==> config.mk <==
export PLATFORM = sky130hd
export DESIGN_NAME = pipelined_adder
export DESIGN_NICKNAME = d
export VERILOG_FILES = /design/src/rtl/pipelined_adder.sv
export SDC_FILE = /design/constraint.sdc
export NUM_CORES = 1
export LEC_CHECK = 0
export CAP_MARGIN = 0
export CORE_ASPECT_RATIO = 1.25
export CORE_MARGIN = 5
export CORE_UTILIZATION = 50
export DETAILED_ROUTE_END_ITERATION = 10
export PLACE_DENSITY = 0.75
export SETUP_SLACK_MARGIN = 0.05
export SLEW_MARGIN = 20
export SYNTH_ARGS = -nofsm -noshare
export SYNTH_HDL_FRONTEND = slang
export SYNTH_SLANG_ARGS = --single-unit
==> constraint.sdc <==
create_clock -name clk -period 3.3 [get_ports clk]
set_clock_uncertainty 0.1 [all_clocks]
set_input_delay 0.66 -clock clk [delete_from_list [all_inputs] [get_ports clk]]
set_output_delay 0.66 -clock clk [all_outputs]
set_load 0.005 [all_outputs]
==> src/rtl/pipelined_adder.sv <==
// pipelined_adder: STAGES-deep chunked add/sub with valid/ready flow control and a tag sideband.
// Define PIPELINED_ADDER_FLAGS_EN to build the ovf/zero flag logic; otherwise those outputs read 0.
module pipelined_adder #(
    parameter int WIDTH  = 32,
    parameter int STAGES = 4,
    parameter int TAG_W  = 6
) (
    input  logic             clk,
    input  logic             rst_n,
    input  logic             in_valid,
    output logic             in_ready,
    input  logic [WIDTH-1:0] in_a,
    input  logic [WIDTH-1:0] in_b,
    input  logic             in_cin,
    input  logic             in_sub,
    input  logic [TAG_W-1:0] in_tag,
    output logic             out_valid,
    input  logic             out_ready,
    output logic [WIDTH-1:0] out_result,
    output logic             out_cout,
    output logic             out_ovf,
    output logic             out_zero,
    output logic [TAG_W-1:0] out_tag
);
    localparam int CHUNK = WIDTH / STAGES;
    localparam int L = STAGES - 1;

    logic [WIDTH-1:0]  a_q [STAGES], b_q [STAGES], r_q [STAGES];
    logic [WIDTH-1:0]  pa [STAGES], pb [STAGES], pr [STAGES];
    logic [TAG_W-1:0]  t_q [STAGES], pt [STAGES];
    logic [CHUNK:0]    s [STAGES];
    logic [STAGES-1:0] v_q, c_q, pv, pc, ld;

    // Operands shift down one chunk per stage; the result fills in from the top.
    always_comb begin
        logic acc;
        acc = out_ready;
        pa[0] = in_a;
        pb[0] = in_sub ? ~in_b : in_b;
        pr[0] = '0;
        pt[0] = in_tag;
        pv[0] = in_valid;
        pc[0] = in_cin ^ in_sub;
        for (int k = 1; k < STAGES; k++) begin
            pa[k] = a_q[k-1];
            pb[k] = b_q[k-1];
            pr[k] = r_q[k-1];
            pt[k] = t_q[k-1];
            pv[k] = v_q[k-1];
            pc[k] = c_q[k-1];
        end
        for (int k = L; k >= 0; k--) begin
            acc = acc | ~v_q[k];
            ld[k] = acc;
        end
        for (int k = 0; k < STAGES; k++)
            s[k] = {1'b0, pa[k][CHUNK-1:0]} + {1'b0, pb[k][CHUNK-1:0]} + {{CHUNK{1'b0}}, pc[k]};
    end

    always_ff @(posedge clk or negedge rst_n) begin
        if (!rst_n) begin
            v_q <= '0;
            c_q <= '0;
            for (int k = 0; k < STAGES; k++) begin
                a_q[k] <= '0;
                b_q[k] <= '0;
                r_q[k] <= '0;
                t_q[k] <= '0;
            end
        end else begin
            for (int k = 0; k < STAGES; k++) begin
                if (ld[k])
                    v_q[k] <= pv[k];
                if (ld[k] && pv[k]) begin
                    a_q[k] <= pa[k] >> CHUNK;
                    b_q[k] <= pb[k] >> CHUNK;
                    r_q[k] <= (pr[k] >> CHUNK) | (WIDTH'(s[k][CHUNK-1:0]) << (WIDTH - CHUNK));
                    c_q[k] <= s[k][CHUNK];
                    t_q[k] <= pt[k];
                end
            end
        end
    end

`ifdef PIPELINED_ADDER_FLAGS_EN
    logic [STAGES-1:0] z_q, pz;
    logic              ovf_q, ovf_n;

    always_comb begin
        pz[0] = 1'b1;
        for (int k = 1; k < STAGES; k++)
            pz[k] = z_q[k-1];
    end

    // Carry into the MSB is recovered from the MSB sum bit and its operand bits.
    assign ovf_n = s[L][CHUNK] ^ s[L][CHUNK-1] ^ pa[L][CHUNK-1] ^ pb[L][CHUNK-1];

    always_ff @(posedge clk or negedge rst_n) begin
        if (!rst_n) begin
            z_q   <= '0;
            ovf_q <= 1'b0;
        end else begin
            for (int k = 0; k < STAGES; k++)
                if (ld[k] && pv[k])
                    z_q[k] <= pz[k] & ~|s[k][CHUNK-1:0];
            if (ld[L] && pv[L])
                ovf_q <= ovf_n;
        end
    end

    assign out_ovf  = ovf_q;
    assign out_zero = z_q[L];
`else
    assign out_ovf  = 1'b0;
    assign out_zero = 1'b0;
`endif

    assign in_ready   = ld[0];
    assign out_valid  = v_q[L];
    assign out_result = r_q[L];
    assign out_cout   = c_q[L];
    assign out_tag    = t_q[L];
endmodule

==> tab_implementation.tex, run 1 <==
\begin{tabular}{lr}
\hline
Metric & Value \\
\hline
\multicolumn{2}{l}{\textbf{Flow run}} \\
Max cap viols & 0 \\
\multicolumn{2}{l}{\textbf{Critical path}} \\
Reg2Reg Setup Slack & 0.72 ns \\
Cell depth of the worst setup path & 4 \\
Critical path, cell by cell & clkdlybuf4s50\_1 -> and4b\_1 -> nand2\_1 -> clkdlybuf4s50\_1 \\
Crit path max-delay cell type & sky130\_fd\_sc\_hd\_\_clkdlybuf4s50\_1 \\
Type of element capturing the critical path & primary output \\
Worst R2R Path Depth & 6 \\
Critical path required time & 2.54 ns \\
Critical path startpoint category & input pin \\
Delay-heaviest family, CP & buffers and inverters \\
CP arrival & 2.20 ns \\
Maximum fanout along the worst path & 5 \\
Crit path buffers/inverters & 2 \\
Most frequent cell on the critical path & sky130\_fd\_sc\_hd\_\_clkdlybuf4s50\_1 \\
Slowest Stage Delay on Critical Path & 0.52 ns \\
Classification of the worst setup path & in -> out \\
\multicolumn{2}{l}{\textbf{Yosys}} \\
Unique masters post-synth & 59 \\
Average footprint of a synthesized cell & 10.2 µm² \\
Primary FF master, synth & sky130\_fd\_sc\_hd\_\_dfrtp\_1 \\
Post-synth top area share & 0.552 \\
Yosys warnings & 0 \\
Sequential-to-total area share from yosys stat & 0.552 \\
Top cells by area, synth & sky130\_fd\_sc\_hd\_\_dfrtp\_1, sky130\_fd\_sc\_hd\_\_nand2\_1, sky130\_fd\_sc\_hd\_\_mux2\_2, sky130\_fd\_sc\_hd\_\_ha\_1, sky130\_fd\_sc\_hd\_\_xnor2\_1 \\
Most instantiated cells after synthesis & sky130\_fd\_sc\_hd\_\_nand2\_1, sky130\_fd\_sc\_hd\_\_dfrtp\_1, sky130\_fd\_sc\_hd\_\_mux2\_2, sky130\_fd\_sc\_hd\_\_o21ai\_0, sky130\_fd\_sc\_hd\_\_ha\_1 \\
Number of instances in the synthesized netlist & 927 \\
Most frequent cell after synthesis & sky130\_fd\_sc\_hd\_\_nand2\_1 \\
Yosys reg bits & 208 \\
Area of the mapped netlist & 9430 µm² \\
Cell accounting for the most synthesized area & sky130\_fd\_sc\_hd\_\_dfrtp\_1 \\
Async set-reset flop share out of synthesis & 1.00 \\
Number of enable-type register cells in the synthesized netlist & 0 \\
\multicolumn{2}{l}{\textbf{Routing}} \\
Violation count after the first detailed-route iteration & 299 \\
Routed Antenna Nets & 0 \\
Number of remaining DRC errors & 0 \\
Average vias per placed instance & 5.24 \\
Number of detailed-route iterations in the first pass & 4 \\
Via Count & 6757 \\
Routed WL & 20400 µm \\
Avg WL per Cell & 15.8 µm \\
\multicolumn{2}{l}{\textbf{Power}} \\
Largest vdd supply drop & 0.404 mV \\
Pwr/cell area & 779 nW/µm² \\
Static leakage & 5.55 nW \\
Overall power consumption & 9.04 mW \\
\multicolumn{2}{l}{\textbf{GRT}} \\
GRT Total Usage & 0.191 \\
Wire length of the first global-routing pass & 34100 µm \\
Pin count of the biggest net entering global routing & 85 \\
Initial antenna violation count & 0 \\
Aggregate global routing overflow & 0 \\
Via count of the first global-routing pass & 6950 \\
\multicolumn{2}{l}{\textbf{CTS}} \\
Resized cells post-CTS & 0 \\
CTS Buf Count & 22 \\
CTS HTree Levels & 1 \\
Post-CTS Hold Fix Bufs & 0 \\
Post-CTS clock slew at the launch and capture registers of the worst setup and hold paths & 0.06 ns \\
Total clock sinks & 208 \\
Clock network latency to the later pin of the worst-skew pair & 0.49 ns \\
Number of buffers between clock root and the deepest sink & 3 \\
CTS root buffer & sky130\_fd\_sc\_hd\_\_clkbuf\_16 \\
Post-CTS setup buffer count & 0 \\
CTS tree & yes \\
\multicolumn{2}{l}{\textbf{Floorplan}} \\
Die X-Extent & 133 µm \\
Ports & 119 \\
Number of rows in the core area & 56 \\
Die outline area & 21700 µm² \\
Die Ht & 164 µm \\
Initial standard-cell utilization of the core & 0.506 \\
Core region area & 18600 µm² \\
\multicolumn{2}{l}{\textbf{Outcome}} \\
Outcome & finished clean \\
\multicolumn{2}{l}{\textbf{Place}} \\
Number of input and output port buffers inserted & 116 \\
Gp weighted congestion & 0.873 \\
HPWL after detailed placement & 14300 µm \\
\multicolumn{2}{l}{\textbf{Final layout}} \\
Number of antenna cells inserted & 0 \\
Share of cells above drive strength 1 & 0.110 \\
Area of combinational cells with multiple inputs & 3960 µm² \\
Fill cells & 1534 \\
Area growth from synthesis to layout & 23.1\% \\
Sequential cell area & 5200 µm² \\
Final layout net count & 1156 \\
\multicolumn{2}{l}{\textbf{Timing}} \\
Total Negative Setup Slacks & 0 ns \\
Highest clock frequency the design can meet & 0.338 GHz \\
Min Tclk post-route & 2.96 ns \\
Fraction of the cycle the final worst path needs & 0.896 \\
Unrepaired setup endpoints after global routing & false \\
Final hold violation count & 0 \\
Pins over their slew limit & 0 \\
Final count of negative-setup-slack endpoints & 0 \\
Worst-Margin Slew & 0.670 ns \\
Headroom to the max-slew limit & 0.553 \\
\multicolumn{2}{l}{\textbf{Min path}} \\
Type of the worst min-delay path & in -> async \\
\hline
\end{tabular}
cells in the final DEF (no fill, tap or decap), types with 8 or more instances in the layout:
cell type	count
sky130_fd_sc_hd__inv_1	10
sky130_fd_sc_hd__clkdlybuf4s50_1	114
sky130_fd_sc_hd__fa_1	8
sky130_fd_sc_hd__buf_4	15
sky130_fd_sc_hd__clkbuf_16	23
sky130_fd_sc_hd__o21ai_0	41
sky130_fd_sc_hd__o211ai_1	9
sky130_fd_sc_hd__ha_1	28
sky130_fd_sc_hd__a21oi_1	13
sky130_fd_sc_hd__nand2_1	364
sky130_fd_sc_hd__xnor2_1	27
sky130_fd_sc_hd__dfrtp_1	208
sky130_fd_sc_hd__xor2_1	13
sky130_fd_sc_hd__mux2_2	49
sky130_fd_sc_hd__o21a_1	10
registers in the layout (all words and copies together), names as in the netlist:
signal / flops
out_result: 32
pr: 48
pt: 18
v_q: 4
a_q: 48
out_tag: 6
b_q: 48
c_q: 4
final timing paths:
kind                                     start                         to
max                                  out_ready                   in_ready
min                                      rst_n     out_tag[5]$_DFFE_PN0P_
max reg2reg                a_q[32]$_DFFE_PN0P_         c_q[3]$_DFFE_PN0P_
min reg2reg                a_q[78]$_DFFE_PN0P_        a_q[38]$_DFFE_PN0P_
max in group asynchronous                rst_n  out_result[9]$_DFFE_PN0P_
min in group clk           a_q[78]$_DFFE_PN0P_        a_q[38]$_DFFE_PN0P_
worst reg2reg max path: stages, from the launching register on:
cell and delay [ns]:
sky130_fd_sc_hd__dfrtp_1 0.39, sky130_fd_sc_hd__fa_1 0.49, sky130_fd_sc_hd__fa_1 0.44, sky130_fd_sc_hd__a21oi_1 0.25, sky130_fd_sc_hd__o21ai_0 0.19, sky130_fd_sc_hd__o31a_1 0.31, sky130_fd_sc_hd__o31a_1 0.29
through the flow:
stage	utilization	setup WS, ns	area, µm²	cells	hold WS [ns]
floorplan	-	0.472	9430	928	0.264
global placement	0.582	0.350	10900	1252	0.344
detailed placement	0.582	0.310	10900	1252	0.350
CTS	0.623	0.329	11600	1289	0.134
global route	0.623	0.267	11600	1289	0.173
finish	0.623	0.343	11600	1289	0.120
cell type report:
class                   instances  area share
clock buffers                  29      0.0550
well taps                     232      0.0250
multi-input cells             666       0.341
inverters                      11     0.00356
flip-flops and latches        208       0.448
clock inverters                 8      0.0102
repair buffers                135       0.117
report_power, final:
part | switching, mW | internal, mW
registers | 0.499 | 3.37
clock network | 0.964 | 1.59
logic | 1.26 | 1.36
total | 2.73 | 6.32
layer usage:
metal | routed length, µm | global-route usage | part of all wire
met1 | 8640 | 0.247 | 0.42
met2 | 9870 | 0.325 | 0.48
met3 | 1260 | 0.0364 | 0.062
met4 | 641 | 0.0652 | 0.031
met5 | 0 | 0 | 0
logic make-up after synthesis:
group / after synthesis / share of synthesized area
AO/OA/AOI/OAI: 121 / 0.0867
XOR/XNOR: 40 / 0.0372
adder cells (fa/ha/maj): 36 / 0.0541
buffers and inverters: 54 / 0.0295
flip-flops: 208 / 0.552
multiplexers: 49 / 0.0585
other: 1 / 0.000398
AND/OR/NAND/NOR: 418 / 0.182
Note: power is estimated with default switching activity, not from simulation.
==> run 2, diff against run 1 <==
Settings changed: CORE_ASPECT_RATIO 1.25 to 0.5, REMOVE_ABC_BUFFERS set to 1.
==> run 2 against run 1 <==
Non-clock buffer count down 4. Total power down 4.6%. Count of clock-buffer cells in the layout down 2. Sequential share of layout area up 0.52 points. Setup slack worse by 0.078 ns. Die area up 0.69%. Sequential power about the same. Wire length up 0.61%. Critical path depth unchanged. Combinational power about the same. Largest cell class unchanged.
==> tab_implementation.tex, run 2 (same netlist as run 1, synthesis figures left out) <==
\begin{tabular}{lr}
\hline
Metric & Value \\
\hline
\multicolumn{2}{l}{\textbf{Power}} \\
Clk pwr share & 0.248 \\
Switching component of the power & 2.69 mW \\
Pwr/cell area & 752 nW/µm² \\
Share of power burned in registers & 0.445 \\
Static leakage & 5.45 nW \\
Largest vdd supply drop & 0.294 mV \\
Combinational power share & 0.307 \\
Switch share & 0.312 \\
Int Power & 5.93 mW \\
\multicolumn{2}{l}{\textbf{Floorplan}} \\
Die Ht & 107 µm \\
Die X-Extent & 204 µm \\
Number of rows in the core area & 35 \\
Initial standard-cell utilization of the core & 0.510 \\
Ports & 119 \\
Core region area & 18500 µm² \\
Die outline area & 21900 µm² \\
\multicolumn{2}{l}{\textbf{CTS}} \\
CTS HTree Levels & 1 \\
Total clock sinks & 208 \\
Resized cells post-CTS & 0 \\
Number of buffers between clock root and the deepest sink & 3 \\
CTS tree & yes \\
CTS Buf Count & 19 \\
Clock network latency to the later pin of the worst-skew pair & 0.48 ns \\
Post-CTS Hold Fix Bufs & 0 \\
CTS root buffer & sky130\_fd\_sc\_hd\_\_clkbuf\_16 \\
Post-CTS setup buffer count & 0 \\
Post-CTS clock slew at the launch and capture registers of the worst setup and hold paths & 0.07 ns \\
\multicolumn{2}{l}{\textbf{Place}} \\
Number of input and output port buffers inserted & 116 \\
Gp weighted congestion & 0.843 \\
Post-detailed-placement cell area & 10900 µm² \\
HPWL after detailed placement & 14200 µm \\
\multicolumn{2}{l}{\textbf{Critical path}} \\
Critical path startpoint category & input pin \\
Classification of the worst setup path & in -> out \\
Capturing point of the worst reg2reg path & pr[30]\$\_DFFE\_PN0P\_ \\
Most frequent cell on the critical path & sky130\_fd\_sc\_hd\_\_clkdlybuf4s50\_1 \\
CP arrival & 2.28 ns \\
Worst R2R Path Depth & 6 \\
Slowest Stage Delay on Critical Path & 0.50 ns \\
Crit path buffers/inverters & 2 \\
Crit path max-delay cell type & sky130\_fd\_sc\_hd\_\_and4b\_1 \\
Type of element capturing the critical path & primary output \\
Reg2Reg Setup Slack & 0.76 ns \\
Delay-heaviest family, CP & buffers and inverters \\
R2R Path Start & a\_q[64]\$\_DFFE\_PN0P\_ \\
Critical path, cell by cell & clkdlybuf4s50\_1 -> and4b\_1 -> nand2\_1 -> clkdlybuf4s50\_1 \\
Maximum fanout along the worst path & 5 \\
Critical path required time & 2.54 ns \\
\multicolumn{2}{l}{\textbf{GRT}} \\
Via count of the first global-routing pass & 6956 \\
Initial antenna violation count & 0 \\
Wire length of the first global-routing pass & 34500 µm \\
GRT Total Usage & 0.192 \\
Pin count of the biggest net entering global routing & 94 \\
Aggregate global routing overflow & 0 \\
\multicolumn{2}{l}{\textbf{Final layout}} \\
Area growth from synthesis to layout & 21.7\% \\
Most common library cell in the layout ignoring fill and taps & sky130\_fd\_sc\_hd\_\_nand2\_1 \\
Leading cell types in the layout, fill and taps excluded & sky130\_fd\_sc\_hd\_\_nand2\_1, sky130\_fd\_sc\_hd\_\_dfrtp\_1, sky130\_fd\_sc\_hd\_\_clkdlybuf4s50\_1 \\
Share of cells above drive strength 1 & 0.103 \\
Final cell area excluding filler cells & 11500 µm² \\
Final layout net count & 1149 \\
\multicolumn{2}{l}{\textbf{Timing}} \\
Min Tclk post-route & 3.04 ns \\
Final count of negative-setup-slack endpoints & 0 \\
Hold\_ws & 0.127 ns \\
Final hold violation count & 0 \\
Worst-Margin Slew & 0.747 ns \\
Headroom to the max-slew limit & 0.502 \\
Highest clock frequency the design can meet & 0.329 GHz \\
Total Negative Setup Slacks & 0 ns \\
Unrepaired setup endpoints after global routing & false \\
Fraction of the cycle the final worst path needs & 0.920 \\
Pins over their slew limit & 0 \\
\multicolumn{2}{l}{\textbf{Routing}} \\
Routed Antenna Nets & 0 \\
Violation count after the first detailed-route iteration & 369 \\
Via Count & 6750 \\
Number of remaining DRC errors & 0 \\
Routed WL & 20500 µm \\
Avg WL per Cell & 15.7 µm \\
Number of detailed-route iterations in the first pass & 4 \\
Average vias per placed instance & 5.16 \\
\multicolumn{2}{l}{\textbf{Flow run}} \\
Max cap viols & 0 \\
\multicolumn{2}{l}{\textbf{Outcome}} \\
Outcome & finished clean \\
\multicolumn{2}{l}{\textbf{Min path}} \\
Type of the worst min-delay path & in -> async \\
\hline
\end{tabular}
## run 2: worst max path at each step
stage,startpoint,end,slack (ns),depth (start not counted)
floorplan,out_ready,pr[93]$_DFFE_PN0P_,0.25,4
global placement,out_ready,in_ready,0.31,4
detailed placement,in_b[0],c_q[0]$_DFFE_PN0P_,0.22,9
CTS,out_ready,in_ready,0.28,4
global route,out_ready,in_ready,0.18,4
finish,out_ready,in_ready,0.26,4
## run 2: power by group through the flow
stage	clock, mW	sequential, mW	combinational (mW)
detailed placement	0	3.89	2.65
floorplan	0	3.78	1.58
CTS	2.16	3.85	2.67
finish	2.14	3.84	2.65
global route	2.27	3.95	2.97
global placement	0	3.86	2.54
## run 2: final cells by class
class                           count  area [µm²]
Multi-Input combinational cell    666        3970
Inverter                           11        41.3
Clock inverter                      6        57.6
Clock buffer                       27         536
Fill cell                        1549        7010
Timing Repair Buffer              131        1340
Tap cell                          259         324
Sequential cell                   208        5200
Antenna cell                        1        2.50
## run 2: stage by stage
stage	utilization	worst slack, ns	total power, mW	cells
detailed placement	0.589	0.225	6.53	1275
CTS	0.621	0.285	8.68	1308
floorplan	-	0.252	5.35	885
finish	0.621	0.264	8.62	1309
global placement	0.589	0.309	6.40	1275
global route	0.621	0.182	9.19	1308
## run 2: routing by layer
metal / up-vias / share of wire / GRT usage
met5: - / 0 / 0
met4: 0 / 0.014 / 0.0311
met3: 26 / 0.030 / 0.0257
met2: 94 / 0.49 / 0.328
met1: 3338 / 0.47 / 0.269
li1: 3292 / - / -
## run 2: worst reg2reg max path: stages, from the launching register on
cell,delay [ns]
sky130_fd_sc_hd__dfrtp_1,0.40
sky130_fd_sc_hd__fa_1,0.52
sky130_fd_sc_hd__fa_1,0.44
sky130_fd_sc_hd__a21oi_1,0.26
sky130_fd_sc_hd__o211ai_1,0.18
sky130_fd_sc_hd__a211o_1,0.31
sky130_fd_sc_hd__a31o_2,0.23
